`src/rtl/mem_bus_ctrl.sv`:
```
// Bus cycle controller between the m6809 memory request port and the external
// asynchronous boot ROM / RAM: decodes, holds the bus for N wait cycles, acks.
module mem_bus_ctrl #(
    parameter logic [15:0] ROM_BASE = 16'hFFF0,
    parameter int unsigned ROM_WAIT = 1,
    parameter int unsigned RAM_WAIT = 2
) (
    input  logic        clk,
    input  logic        rst,
    input  logic        cpu_req,
    input  logic        cpu_we,
    input  logic [15:0] cpu_addr,
    input  logic [7:0]  cpu_wdata,
    output logic        cpu_ack,
    output logic [7:0]  cpu_rdata,
    output logic        cpu_err,
    output logic        rom_sel,
    output logic [3:0]  rom_a,
    input  logic [7:0]  rom_dout,
    output logic        ram_sel,
    output logic        ram_we,
    output logic [15:0] ram_a,
    output logic [7:0]  ram_din,
    input  logic [7:0]  ram_dout
);

    typedef enum logic [1:0] {
        IDLE,
        ROM_ACC,
        RAM_ACC,
        ERR
    } state_t;

    localparam logic [3:0] ROM_WAIT_C = 4'(ROM_WAIT);
    localparam logic [3:0] RAM_WAIT_C = 4'(RAM_WAIT);

    state_t      state_q;
    logic [3:0]  wait_cnt_q;
    logic        ack_q;
    logic        err_q;
    logic [7:0]  rdata_q;
    logic        rom_sel_q;
    logic [3:0]  rom_a_q;
    logic        ram_sel_q;
    logic        ram_we_q;
    logic [15:0] ram_a_q;
    logic [7:0]  ram_din_q;
    logic        rom_hit;

    assign rom_hit = (cpu_addr[15:4] == ROM_BASE[15:4]);

    // NOTE: all state uses non-blocking assignments so every register samples
    // the pre-edge values; blocking here would chain updates within one edge.
    always_ff @(posedge clk or posedge rst) begin
        if (rst) begin
            // NOTE: outputs are registers with async reset, so selects drop the
            // instant rst rises rather than at the next clock.
            state_q    <= IDLE;
            wait_cnt_q <= 4'd0;
            ack_q      <= 1'b0;
            err_q      <= 1'b0;
            rdata_q    <= 8'h00;
            rom_sel_q  <= 1'b0;
            rom_a_q    <= 4'd0;
            ram_sel_q  <= 1'b0;
            ram_we_q   <= 1'b0;
            ram_a_q    <= 16'h0000;
            ram_din_q  <= 8'h00;
        end else begin
            case (state_q)
                IDLE: begin
                    ack_q <= 1'b0;
                    err_q <= 1'b0;
                    // The ack cycle is spent in IDLE; a still-high req is not a new request yet.
                    if (cpu_req && !ack_q) begin
                        if (rom_hit && !cpu_we) begin
                            state_q    <= ROM_ACC;
                            rom_sel_q  <= 1'b1;
                            rom_a_q    <= cpu_addr[3:0];
                            wait_cnt_q <= ROM_WAIT_C;
                        end else if (rom_hit) begin
                            state_q <= ERR;
                        end else begin
                            state_q    <= RAM_ACC;
                            ram_sel_q  <= 1'b1;
                            ram_we_q   <= cpu_we;
                            ram_a_q    <= cpu_addr;
                            ram_din_q  <= cpu_wdata;
                            wait_cnt_q <= RAM_WAIT_C;
                        end
                    end
                end
                ROM_ACC: begin
                    if (wait_cnt_q == 4'd0) begin
                        rdata_q   <= rom_dout;
                        ack_q     <= 1'b1;
                        rom_sel_q <= 1'b0;
                        state_q   <= IDLE;
                    end else begin
                        wait_cnt_q <= wait_cnt_q - 4'd1;
                    end
                end
                RAM_ACC: begin
                    if (wait_cnt_q == 4'd0) begin
                        if (!ram_we_q) begin
                            rdata_q <= ram_dout;
                        end
                        ack_q     <= 1'b1;
                        ram_sel_q <= 1'b0;
                        ram_we_q  <= 1'b0;
                        state_q   <= IDLE;
                    end else begin
                        wait_cnt_q <= wait_cnt_q - 4'd1;
                    end
                end
                ERR: begin
                    ack_q   <= 1'b1;
                    err_q   <= 1'b1;
                    state_q <= IDLE;
                end
                default: state_q <= IDLE;
            endcase
        end
    end

    assign cpu_ack   = ack_q;
    assign cpu_err   = err_q;
    assign cpu_rdata = rdata_q;
    assign rom_sel   = rom_sel_q;
    assign rom_a     = rom_a_q;
    assign ram_sel   = ram_sel_q;
    assign ram_we    = ram_we_q;
    assign ram_a     = ram_a_q;
    assign ram_din   = ram_din_q;

endmodule

```
`config.mk`:
```
export PLATFORM = sky130hd
export DESIGN_NAME = mem_bus_ctrl
export DESIGN_NICKNAME = d
export VERILOG_FILES = /design/src/rtl/mem_bus_ctrl.sv
export SDC_FILE = /design/constraint.sdc
export NUM_CORES = 1
export LEC_CHECK = 0
export ABC_AREA = 1
export BUFFER_PORTS_ARGS = -buffer_cell sky130_fd_sc_hd__buf_2
export CORE_ASPECT_RATIO = 2
export CORE_MARGIN = 2
export CORE_UTILIZATION = 30
export CTS_CLUSTER_DIAMETER = 40
export DETAILED_ROUTE_END_ITERATION = 16
export MAX_ROUTING_LAYER = met4
export PLACE_DENSITY_LB_ADDON = 0.08
export SLEW_MARGIN = 25
export SYNTH_ARGS = -nofsm -noshare
export SYNTH_HDL_FRONTEND = slang
export SYNTH_SLANG_ARGS = --single-unit
```
`constraint.sdc`:
```
create_clock -name clk -period 2.51 [get_ports clk]
set_input_delay 0.3765 -clock clk [delete_from_list [all_inputs] [get_ports clk]]
set_output_delay 0.3765 -clock clk [all_outputs]
set_load 0.01 [all_outputs]
```
# Word-level counts from Yosys, hierarchy flattened
# Cells that the tools add are included.
totals:
  regBits: 47
  inputBits: 44
  word_cells: 76
classes:
  n_addsub: 1
  eq_ne: 14
  mux: 29
  n_bitwise: 2
  reduce_logical: 19
op_table:
  columns: ["operator", "count"]
  rows:
  - ["$mux W8", 3]
  - ["$mux W4", 4]
  - ["$ne A2 B2 Y1 const B", 8]
  - ["$pmux W8 S2", 1]
  - ["$reduce_and A4 Y1", 4]
  - ["$eq A12 B12 Y1 const B", 1]
  - ["$mux W1", 11]
  - ["$reduce_bool A2 Y1", 5]
  - ["$pmux W1 S2", 4]
  - ["$pmux W4 S2", 1]
  - ["$mux W2", 3]
  - ["$pmux W2 S3", 1]
  - ["$reduce_and A5 Y1", 1]
  - ["$eq A2 B2 Y1 const B", 2]
  - ["$logic_not A4 Y1", 1]
  - ["$sub A4 B1 Y4 const B", 1]
  - ["$ne A3 B3 Y1 const B", 1]
  - ["$pmux W1 S3", 1]
  - ["$reduce_and A3 Y1", 1]
  - ["$eq A2 B1 Y1 const B", 1]
  - ["$logic_and A1 B1 Y1", 2]
  - ["$logic_not A1 Y1", 2]
  - ["$logic_not A2 Y1", 1]
  - ["$ne A2 B1 Y1 const B", 1]
  - ["3 further kinds", 4]

# Longest topological paths before layout
depth:
  word_depth: 5
  depth_mapped: 10
  mapped_depth_nobuf: 10

# Worst setup path before layout
# Ideal clock, no wire load.
synth_timing:
  path_kind: "reg2reg"
  start: "register state_q[0]"
  end: "register rdata_q[0], in the netlist cpu_rdata[0]"
  setup_time_ns: 0.119
  arrival_time_ns: 1.396
  path_slack_ns: 0.996
  path_stages_with_launch: 8
  path_buffers: 1
  cell_sequence: "dfrtp_1 inv_1 ha_1 nor2_1 a211oi_4 buf_6 nand3_2 o21a_1"
synth_via:
  elab_chain_cells: 3
synth_lines:
  columns: ["item", "line", "rtl"]
  rows:
  - ["start, declared", "37", "state_t state_q;"]
  - ["start signal, assigned", "58", "state_q <= IDLE;"]
  - ["start signal, assigned", "77", "state_q <= ROM_ACC;"]
  - ["start signal, assigned", "82", "state_q <= ERR;"]
  - ["$eq A2 B1 Y1 / $eq A2 B2 Y1 (equally long branches)", "70", "case (state_q)"]
  - ["$ne A2 B2 Y1 (no source line) / $reduce_bool A2 Y1 (equally long branches)", null, null]
  - ["$reduce_and A4 Y1 (no source line)", null, null]
  - ["end signal, assigned", "95", "rdata_q <= rom_dout;"]
  - ["end signal, assigned", "106", "rdata_q <= ram_dout;"]
  - ["end, declared", "41", "logic [7:0] rdata_q;"]
# Parallel ways exist; a longest one is shown, timed or not.
# A chain may end at the register's enable or synchronous reset.

# Worst setup path in the final report
layout_timing:
  start: "register state_q[0]"
  end: "register ram_we_q, in the netlist ram_we"
layout_via:
  elab_chain_cells: 3
layout_lines:
  columns: ["item", "line", "rtl"]
  rows:
  - ["$eq A2 B2 Y1 / $logic_not A2 Y1 (equally long branches)", "70", null]
  - ["$ne A2 B2 Y1 (no source line) / $reduce_bool A2 Y1 (equally long branches)", null, null]
  - ["$reduce_and A5 Y1 (no source line)", null, null]
  - ["end signal, assigned", "86", "ram_we_q <= cpu_we;"]
  - ["end, declared", "45", "logic ram_we_q;"]
# Parallel ways exist; a longest one is shown, timed or not.

==> impl_metrics.env <==
export IMPL_dr_wl_met3_um=225
export IMPL_tightestPinTransition_ns=0.634
export IMPL_worst_r2r_cell_count=9
export IMPL_boundaryPins=85
export IMPL_final_period_minus_worst_setup_slack_ns=1.92
export IMPL_worst_setup_path_end_kind="flip-flop"
export IMPL_finalSetupTns_ns=0
export IMPL_initial_utilization=0.306
export IMPL_die_height_um=125
export IMPL_synth_avg_cell_area_um2=8.29
export IMPL_dr_pass1_iters=4
export IMPL_setup_violations=0
export IMPL_coreArea_um2=7210
export IMPL_final_layout_size_suffix_gt1_frac=0.299
export IMPL_fillers=782
export IMPL_area_growth_synth_to_final_pct=30.3
export IMPL_critical_path_peak_fanout=13
export IMPL_final_nets=404
export IMPL_grt_overflow_total=0
export IMPL_yosysSeqAreaShare=0.533
export IMPL_h_tree_lvl_count=2
export IMPL_design_die_area_um2=8100
export IMPL_postRouteWirelength_um=5470
export IMPL_flip_flop_and_latch_count_after_synthesis=47
export IMPL_wire_per_inst_um=12.3
export IMPL_clock_path_buffers=2
export IMPL_timing_clock_skew_ns=0.00294
export IMPL_top_routing_layer_used="met4"
export IMPL_mapped_nets=316
export IMPL_yosysWarnings=0
export IMPL_wl_met1_um=2080
export IMPL_cts_tree="done"
export IMPL_slew_viol_final=0
export IMPL_cts_sinks=47
export IMPL_holdBufCountCts=0
export IMPL_clock_tree_root_cell="sky130_fd_sc_hd__clkbuf_16"
export IMPL_routed_via_count_divided_by_cell_count=4.38
export IMPL_timing_max_slew_rel_slack=0.576
export IMPL_mostFrequentLayoutCells="sky130_fd_sc_hd__nand2_1 (124), sky130_fd_sc_hd__buf_2 (84), sky130_fd_sc_hd__dfrtp_1 (47)"
export IMPL_cts_clk_slew_worst_paths_ns=0.06
export IMPL_antenna_found_initial=0
export IMPL_grt_pass1_vias=1946
export IMPL_pin_count_of_the_biggest_net_entering_global_routing=48
export IMPL_gp_congestion=0.822
export IMPL_worst_ep_arrival_time_ns=2.12
export IMPL_total_of_buffers_placed_on_input_and_output_ports=84
export IMPL_yosysUniqueCellTypes=21
export IMPL_power_per_cell_area_nw_per_um2=1240
export IMPL_cap_violations=0
export IMPL_drt_first_iter_violations=42
export IMPL_grt_pass1_wl_um=9250
export IMPL_dr_wl_met2_um=3080
export IMPL_fmaxAchievable_ghz=0.520
export IMPL_timing_critical_path_from="state_q[0]$_DFFE_PP0P_"
export IMPL_clock_insertion_delay_worst_skew_ns=0.28
export IMPL_route_antenna_remaining_nets=0
export IMPL_hpwlAfterDp_um=4160
export IMPL_post_route_drc_count=0
export IMPL_critical_path_reg2reg_startpoint="state_q[0]$_DFFE_PP0P_"
export IMPL_post_route_period_util=0.766
export IMPL_post_cts_buffers=0
export IMPL_min_delay_worst_type="input pin to async pin"
export IMPL_die_width_um=64.6
export IMPL_critPathLaunchType="flip-flop"
export IMPL_setup_worst_path_class="flip-flop to flip-flop"
export IMPL_std_cell_rows=44
export IMPL_static_leakage_power_nw=1.60
export IMPL_antenna_cells_inserted=0
export IMPL_grt_setup_unrepaired="false"
export IMPL_final_hold_viol_count=0
export IMPL_layout_cells_most_common="sky130_fd_sc_hd__nand2_1"
export IMPL_post_synthesis_instance_area_um2=2210
export IMPL_cts_repair_resize_count=0
export IMPL_postSynthCellCount=266
export IMPL_dr_total_vias=1952
export IMPL_worst_hold_slack_ns=0.235
export IMPL_required_ns=2.71
export IMPL_grt_util_all_layers=0.153
export IMPL_outcome="complete, no violations"
export IMPL_power_ir_vdd_worst_v=0.000559
export IMPL_cts_made_buffers=5
## per-layer routing
| metal | GRT usage | up-vias |
|---|---|---|
| met1 | 0.159 | 897 |
| li1 | - | 1004 |
| met5 | - | - |
| met3 | 0.0297 | 4 |
| met4 | 0.0638 | 0 |
| met2 | 0.276 | 47 |
## Yosys cell counts, drive strengths merged
library cell    n  area (µm²)
o21ai          14        70.1
nand3          15        85.1
or2             2        12.5
dfrtp          47        1180
inv            22        82.6
nand2         125         472
a21oi           3        15.0
xor2            1        8.76
a211oi          1        20.0
o21a            8        60.1
buf             7        56.3
nor3            1        5.00
nor2           12        55.1
ha              6        75.1
nand4           2        12.5
## kinds of logic after synthesis
group / after synthesis / share of synthesized area
simple gates: 157 / 0.291
fa+ha+maj: 6 / 0.0340
buf+inv: 29 / 0.0630
xor+xnor: 1 / 0.00397
compound gates: 26 / 0.0749
flops: 47 / 0.533
## flip-flops by register name, summed over array words and instances, names as in the netlist, 2 cells and up
name	flops
ram_a	16
cpu_rdata	8
ram_din	8
rom_a	4
wait_cnt_q	4
state_q	2
## final timing paths
check | slack (ns) | endpoint
min in group clk | 0.29 | ram_din[0]$_DFFE_PP0P_
max in group asynchronous | 1.84 | state_q[1]$_DFFE_PP0P_
worst max register to register | 0.59 | ram_we$_DFFE_PP0P_
worst max-delay path | 0.59 | ram_we$_DFFE_PP0P_
worst min-delay path | 0.24 | rom_a[3]$_DFFE_PP0P_
worst min register to register | 0.47 | ram_a[8]$_DFFE_PP0P_
## where the power goes
group	internal, W	switching, W
sequential	0.00109	0.000177
combinational	0.000619	0.000962
clock	0.000465	0.000265
total	0.00217	0.00140
## worst max-delay path, cell delays in order, from the launching register on
cell and delay, ns:
sky130_fd_sc_hd__dfrtp_1 0.42, sky130_fd_sc_hd__inv_1 0.10, sky130_fd_sc_hd__ha_1 0.23, sky130_fd_sc_hd__inv_1 0.12, sky130_fd_sc_hd__nor2_1 0.20, sky130_fd_sc_hd__nand2_1 0.10
sky130_fd_sc_hd__inv_1 0.21, sky130_fd_sc_hd__buf_4 0.24, sky130_fd_sc_hd__nand2_1 0.08, sky130_fd_sc_hd__o21ai_0 0.15
## through the flow
stage	utilization	instances	setup slack, ns	power [W]	area (µm²)
after detailed placement	0.376	439	0.610	0.00289	2720
after global routing	0.399	446	0.319	0.00393	2870
after global placement	0.376	439	0.679	0.00288	2720
after floorplan	-	266	0.996	0.00235	2210
after CTS	0.399	446	0.582	0.00365	2870
final	0.399	446	0.587	0.00357	2870
## area by class of cell
type | instances | area, µm² | area share
clock buffer | 6 | 129 | 0.0448
tap | 92 | 115 | 0.0401
inverter | 22 | 82.6 | 0.0287
clock inverter | 1 | 30.0 | 0.0104
multi-input combinational | 190 | 891 | 0.310
timing repair buffer | 88 | 450 | 0.157
sequential | 47 | 1180 | 0.409
(Power assumes the default switching activity.)
